==> src/rtl/pipe_stage_hs.sv <==
// Elastic valid/ready pipeline stage with flush and bubble-gated control; define PIPE_STAGE_SKID_EN for a
// registered in_ready via a second (skid) entry. Latency 1 cycle; stalls hold entries, never drop them.
module pipe_stage_hs #(
  parameter int CTRL_W = 3,
  parameter int DATA_W = 64,
  parameter int TAG_W  = 5
) (
  input  logic              clk,
  input  logic              rst,
  input  logic              flush,
  input  logic              in_valid,
  output logic              in_ready,
  input  logic [CTRL_W-1:0] in_ctrl,
  input  logic [DATA_W-1:0] in_data,
  input  logic [TAG_W-1:0]  in_tag,
  output logic              out_valid,
  input  logic              out_ready,
  output logic [CTRL_W-1:0] out_ctrl,
  output logic [DATA_W-1:0] out_data,
  output logic [TAG_W-1:0]  out_tag,
  output logic [1:0]        occ
);

  typedef struct packed {
    logic [CTRL_W-1:0] ctrl;
    logic [DATA_W-1:0] data;
    logic [TAG_W-1:0]  tag;
  } ent_t;

  ent_t in_ent;
  ent_t m_q;
  logic m_vld;
  logic in_fire;

  assign in_ent = '{ctrl: in_ctrl, data: in_data, tag: in_tag};

`ifdef PIPE_STAGE_SKID_EN
  ent_t s_q;
  logic s_vld;

  // Ready depends only on the skid slot, so out_ready never reaches in_ready.
  assign in_ready = ~s_vld & ~flush;
  assign in_fire  = in_valid & in_ready;

  always_ff @(posedge clk) begin
    if (rst) begin
      m_vld <= 1'b0;
      s_vld <= 1'b0;
      m_q   <= '0;
      s_q   <= '0;
    end else if (flush) begin
      m_vld <= 1'b0;
      s_vld <= 1'b0;
    end else if (~m_vld | out_ready) begin
      if (s_vld) begin
        m_q   <= s_q;
        m_vld <= 1'b1;
        s_vld <= 1'b0;
      end else if (in_fire) begin
        m_q   <= in_ent;
        m_vld <= 1'b1;
      end else begin
        m_vld <= 1'b0;
      end
    end else if (in_fire) begin
      s_q   <= in_ent;
      s_vld <= 1'b1;
    end
  end

  assign occ = {1'b0, m_vld} + {1'b0, s_vld};
`else
  assign in_ready = (~m_vld | out_ready) & ~flush;
  assign in_fire  = in_valid & in_ready;

  always_ff @(posedge clk) begin
    if (rst) begin
      m_vld <= 1'b0;
      m_q   <= '0;
    end else if (flush) begin
      m_vld <= 1'b0;
    end else if (in_fire) begin
      m_q   <= in_ent;
      m_vld <= 1'b1;
    end else if (out_ready) begin
      m_vld <= 1'b0;
    end
  end

  assign occ = {1'b0, m_vld};
`endif

  // Data and tag keep stale values on bubbles; only ctrl is gated so enables stay low.
  assign out_valid = m_vld;
  assign out_ctrl  = m_q.ctrl & {CTRL_W{m_vld}};
  assign out_data  = m_q.data;
  assign out_tag   = m_q.tag;

endmodule

==> config.mk <==
export PLATFORM = sky130hd
export DESIGN_NAME = pipe_stage_hs
export DESIGN_NICKNAME = d
export VERILOG_FILES = /design/src/rtl/pipe_stage_hs.sv
export SDC_FILE = /design/constraint.sdc
export NUM_CORES = 1
export LEC_CHECK = 0
export CAP_MARGIN = 20
export CORE_MARGIN = 3
export CORE_UTILIZATION = 40
export CTS_CLUSTER_DIAMETER = 80
export DETAILED_ROUTE_END_ITERATION = 16
export GPL_TIMING_DRIVEN = 0
export PLACE_DENSITY = 0.74
export SYNTH_ARGS = -nofsm -noshare
export SYNTH_HDL_FRONTEND = slang
export SYNTH_SLANG_ARGS = --single-unit
==> constraint.sdc <==
create_clock -name clk -period 2.4 [get_ports clk]
set_input_delay 0.36 -clock clk [delete_from_list [all_inputs] [get_ports clk]]
set_output_delay 0.36 -clock clk [all_outputs]
set_load 0.03 [all_outputs]
==> out/metrics.cfg, run 1 <==
[outcome]
outcome = finished clean

[critical_path]
r2r-end = out_data[6]
r2r_start = out_valid
cp_cell_sequence = clkdlybuf4s50_1 -> nor2b_4 -> nor2_1 -> clkdlybuf4s50_1
arrival_ps = 1670
worst-path-max-fanout = 3
crit_path_top_delay_cell = clkdlybuf4s50_1
r2r_setup_slack_ps = 1030
cpPeakStageDelay_ps = 670
reg2reg_depth = 5
path_common_cell = clkdlybuf4s50_1
cp_data_required_time_ps = 2040
critPathCaptureType = output port
worst_setup_path_start_kind = primary input
path_class = in -> out

[sta]
period_minus_slack_ps = 2029
setup-tns-final_ps = 0
hold_ws_ps = 472.9
fmax_ghz = 0.4930
drv_slew = 0
timing.final.crit_share_pct = 84.52
clock_skew_ps = 6.136
finalHoldViolCount = 0
grt_setup_unrepaired = no
setup_viol = 0

[clocking]
htreeDepth = 3
cts_tree = yes
cts.sinks = 73
clkLatencyLatePin_ps = 330
cts_hold_repair.buffers = 0
cts-root-buf = clkbuf_8
postCtsSetupBuffers = 0
ctsResizeCount = 0
cts_buffer_depth = 2
clk_pin_slew_ps = 70
numCtsBuffers = 9

[route]
via_count = 2902
drt_wl_total_um = 8744
wl_per_cell_um = 12.73
dr.pass1.iters = 4
viasPerCell = 4.224
remaining_drc_errors = 0
drtIter0Drc = 81
detail-route-antenna-nets = 0

[logic_synthesis]
synthesis.nets = 470
netlist.area_leader.share_pct = 37.52
yosys_warnings = 0
yosysSeqAreaShare_pct = 37.52
ys_types = 14
avgSynthCellArea_um2 = 9.911
syn_inst = 393
synth_top_cell_by_area = dfxtp_1
synth_area_leaders = dfxtp_1, nand2b_1, mux2i_1
ys_ff_latch = 73
netlist_area_um2 = 3895

[grt]
grt_pass1_vias = 3099
grt_pass1_wl_um = 14500
antenna_found_initial = 0
busiest_layer = met2
use_met3_pct = 5.312
grt_max_degree = 12
grtUsageTotal_pct = 15.91
globalRoute.totalOverflow = 0
use_met2_pct = 27.03
use_met1_pct = 19.32

[min_path]
hold_end = m_q[70]
worstHoldPathCells = 2
hold_path.class = reg -> reg
worstHoldStart = m_q[70]

[finish]
finalInstanceArea_um2 = 5753
area_growth_pct = 47.70
drive_gt1_share_pct = 17.92
fillerInstances = 861
num_antenna_cells = 0
fin_nets = 631
fin_cells = 687

[floorplanning]
die_y_um = 104.7
rows = 35
start_util_pct = 41.56
core-area_um2 = 9371
ios = 153
die_width_um = 104.7
dieArea_um2 = 10960

[placed_design]
dp_cells = 672
globalplace.congestion = 0.7435
portBuffers = 150
dpl.hpwl_um = 6655
placed_area_um2 = 5558

[power]
p_total_mw = 2.974
power.density_nw_per_um2 = 517.0
vdd_drop_max_mv = 0.3020
p_leak_nw = 2.294

[job]
drv_cap = 0

## through the flow
step	setup slack (ps)	util, %
after floorplan	1041	-
after global placement	372.4	59.31
after detailed placement	366.1	59.31
after CTS	364.8	61.39
after global routing	324.5	61.39
final	371.4	61.39
## cell usage in the layout (no fill, tap or decap), drive strengths merged, types with 2 or more instances in the layout
master,count
buf,81
and2,3
clkinv,2
nand2b,144
clkdlybuf4s50,150
mux2i,72
nor2,2
dfxtp,73
clkbuf,26
## worst max path at each step
stage / start / endpoint / slack, ps / cells past startpoint
after floorplan: out_valid / in_ready / 1040 / 2
after global placement: out_ready / in_ready / 370 / 4
after detailed placement: out_ready / in_ready / 370 / 4
after CTS: out_ready / in_ready / 360 / 4
after global routing: out_ready / in_ready / 320 / 4
final: out_ready / in_ready / 370 / 4
## area by class of cell
class	instances	area [um2]	share of cell area, %
multi-input cells	225	1687	29.32
repair buffers	150	1501	26.10
flip-flops and latches	73	1461	25.40
plain buffers	95	747.0	12.98
well taps	129	161.4	2.806
clock buffers	12	155.1	2.697
clock inverters	3	40.04	0.6960
## synth_stat cells
cell type and number:
clkbuf_1 14, dfxtp_1 73, mux2i_1 72, nor3_1 1, conb_1 1, buf_6 1, buf_4 71, nor3b_2 1
buf_12 7, nand2b_1 144, and2_2 3, nor2b_4 1, buf_2 2, nor2_1 2
## power breakdown
group,switching (mW),internal [mW]
logic,0.295,0.406
registers,0.0333,1.27
clock network,0.436,0.529
total,0.765,2.21
## metal layers
| metal | wire, um | part of all wire (%) | vias up |
|---|---|---|---|
| li1 | - | - | 1489 |
| met1 | 3764 | 43 | 1324 |
| met2 | 4257 | 49 | 84 |
| met3 | 671 | 7.7 | 5 |
| met4 | 51 | 0.58 | 0 |
| met5 | 0 | 0 | - |
## cells by family after synthesis
family / share of synthesized area (%)
and+or+nand+nor: 24.70
buffers and inverters: 19.18
muxes: 18.50
DFF: 37.52
other: 0.09628
## state kept, by name, summed over array words and instances (netlist names)
register   cells
out_data      64
out_tag        5
m_q            3
out_valid      1
## critical path: cells and delay by family
family	cells	cell delay [ps]
buffers and inverters	2	1170
and+or+nand+nor	2	130
No activity file was read; power rests on OpenSTA's default activity.
==> run 2: changes to the inputs <==
Settings changed: PLACE_DENSITY 0.74 to 0.77.
Clock period 2.4 ns to 1.7 ns, I/O delays scaled along.
==> run 2 against run 1 <==
Net effect: total power is 36% higher; clock skew is 0.90 ps lower; count of clock-buffer cells in the layout fell by 1.
==> out/metrics.cfg, run 2 (synthesis gave the netlist of run 1 again) <==
[route]
detail-route-antenna-nets = 0
drt_wl_total_um = 8542
wl_per_cell_um = 12.43
via_count = 2901
dr.pass1.iters = 4
remaining_drc_errors = 0
viasPerCell = 4.223
drtIter0Drc = 50

[clocking]
cts_tree = yes
cts.sinks = 73
clkLatencyLatePin_ps = 330
cts-root-buf = clkbuf_8
numCtsBuffers = 9
cts_buffer_depth = 2
htreeDepth = 3
cts_hold_repair.buffers = 0
postCtsSetupBuffers = 0
clk_pin_slew_ps = 70

[sta]
clock_skew_ps = 5.235
drv_slew = 0
setup_viol = 0
period_minus_slack_ps = 1548
hold_ws_ps = 474.3
grt_setup_unrepaired = no
fmax_ghz = 0.6461
timing.final.crit_share_pct = 91.05
finalHoldViolCount = 0

[finish]
drive_gt1_share_pct = 17.74
largest_reg_flops = 64
fin_cells = 687
fin_nets = 631
fillerInstances = 874
area_growth_pct = 45.68
final_cell_mix = nand2b_1, clkdlybuf4s50_1, dfxtp_1, mux2i_1, buf_4
mostFrequentLayoutCell = nand2b_1
utilization_pct = 60.55
num_antenna_cells = 0

[grt]
globalRoute.totalOverflow = 0
grtUsageTotal_pct = 15.58
antenna_found_initial = 0
grt_pass1_vias = 2972
grt_max_degree = 12
grt_pass1_wl_um = 13980

[placed_design]
globalplace.congestion = 0.7655
dp_cells = 672
portBuffers = 150
dpl.hpwl_um = 6488

[power]
vdd_drop_max_mv = 0.4680
power.density_nw_per_um2 = 714.2
p_leak_nw = 2.713

[min_path]
hold_path.class = reg -> reg

[critical_path]
critPathCaptureType = output port
cp_data_required_time_ps = 1440
arrival_ps = 1290
worst_setup_path_start_kind = flop
crit_path_top_delay_cell = dfxtp_1
cpPeakStageDelay_ps = 380
cp_cell_sequence = nor2b_4 -> nor2_1 -> dlygate4sd2_1
worst-path-max-fanout = 6
path_class = reg -> out

[job]
drv_cap = 0

[floorplanning]
ios = 153
die_y_um = 104.7
start_util_pct = 41.56
core-area_um2 = 9371
die_width_um = 104.7
dieArea_um2 = 10960
rows = 35

[outcome]
outcome = finished clean

-- run 2: metal layers --
metal / up-vias / wire length, um / track usage (%)
li1: 1490 / - / -
met4: 0 / 98 / 5.623
met1: 1306 / 3699 / 18.98
met3: 11 / 725 / 5.621
met5: - / 0 / 0
met2: 94 / 4018 / 25.32
-- run 2: final cells by class --
cell class,count,area [um2],area share [%]
plain buffers,95,747.0,13.16
clock inverters,4,45.04,0.7938
well taps,129,161.4,2.845
flip-flops and latches,73,1461,25.76
repair buffers,150,1441,25.40
clock buffers,11,131.4,2.315
multi-input cells,225,1687,29.72
-- run 2: worst paths after layout --
kind	startpoint	endpoint	slack, ps	cells past startpoint
setup / recovery	out_valid	in_ready	150	3
hold / removal	out_data[52]	out_data[52]	470	2
setup reg to reg	out_valid	out_data[47]	330	5
hold reg to reg	out_data[52]	out_data[52]	470	2
-- run 2: per-stage QoR --
step	power (mW)	setup WS, ps	TNS [ps]	cell area, um2
after CTS	4.123	2.780	0	5652
after global routing	4.250	50.10	0	5674
after floorplan	2.470	350.7	0	3895
after global placement	2.871	-125.7	-125.7	5558
final	4.052	152.2	0	5674
after detailed placement	2.884	-123.7	-359.4	5558
-- run 2: worst max-delay path, delay by kind of cell (launching register included) --
| family | cells | cell delay [ps] |
|---|---|---|
| buffers and inverters | 1 | 350 |
| and+or+nand+nor | 2 | 240 |
| DFF | 1 | 380 |
-- run 2: power breakdown --
group	leakage, nW	internal (mW)	switching, mW	total, mW
Combinational	2.02	0.517	0.413	0.930
Clock	0.0929	0.665	0.611	1.28
Sequential	0.597	1.80	0.0471	1.85
Total	2.71	2.98	1.07	4.05
-- run 2: repair_timing --
item	in CTS	in global routing
setup endpoints to repair	66	9
cloned	0	0
gates resized for setup	66	9
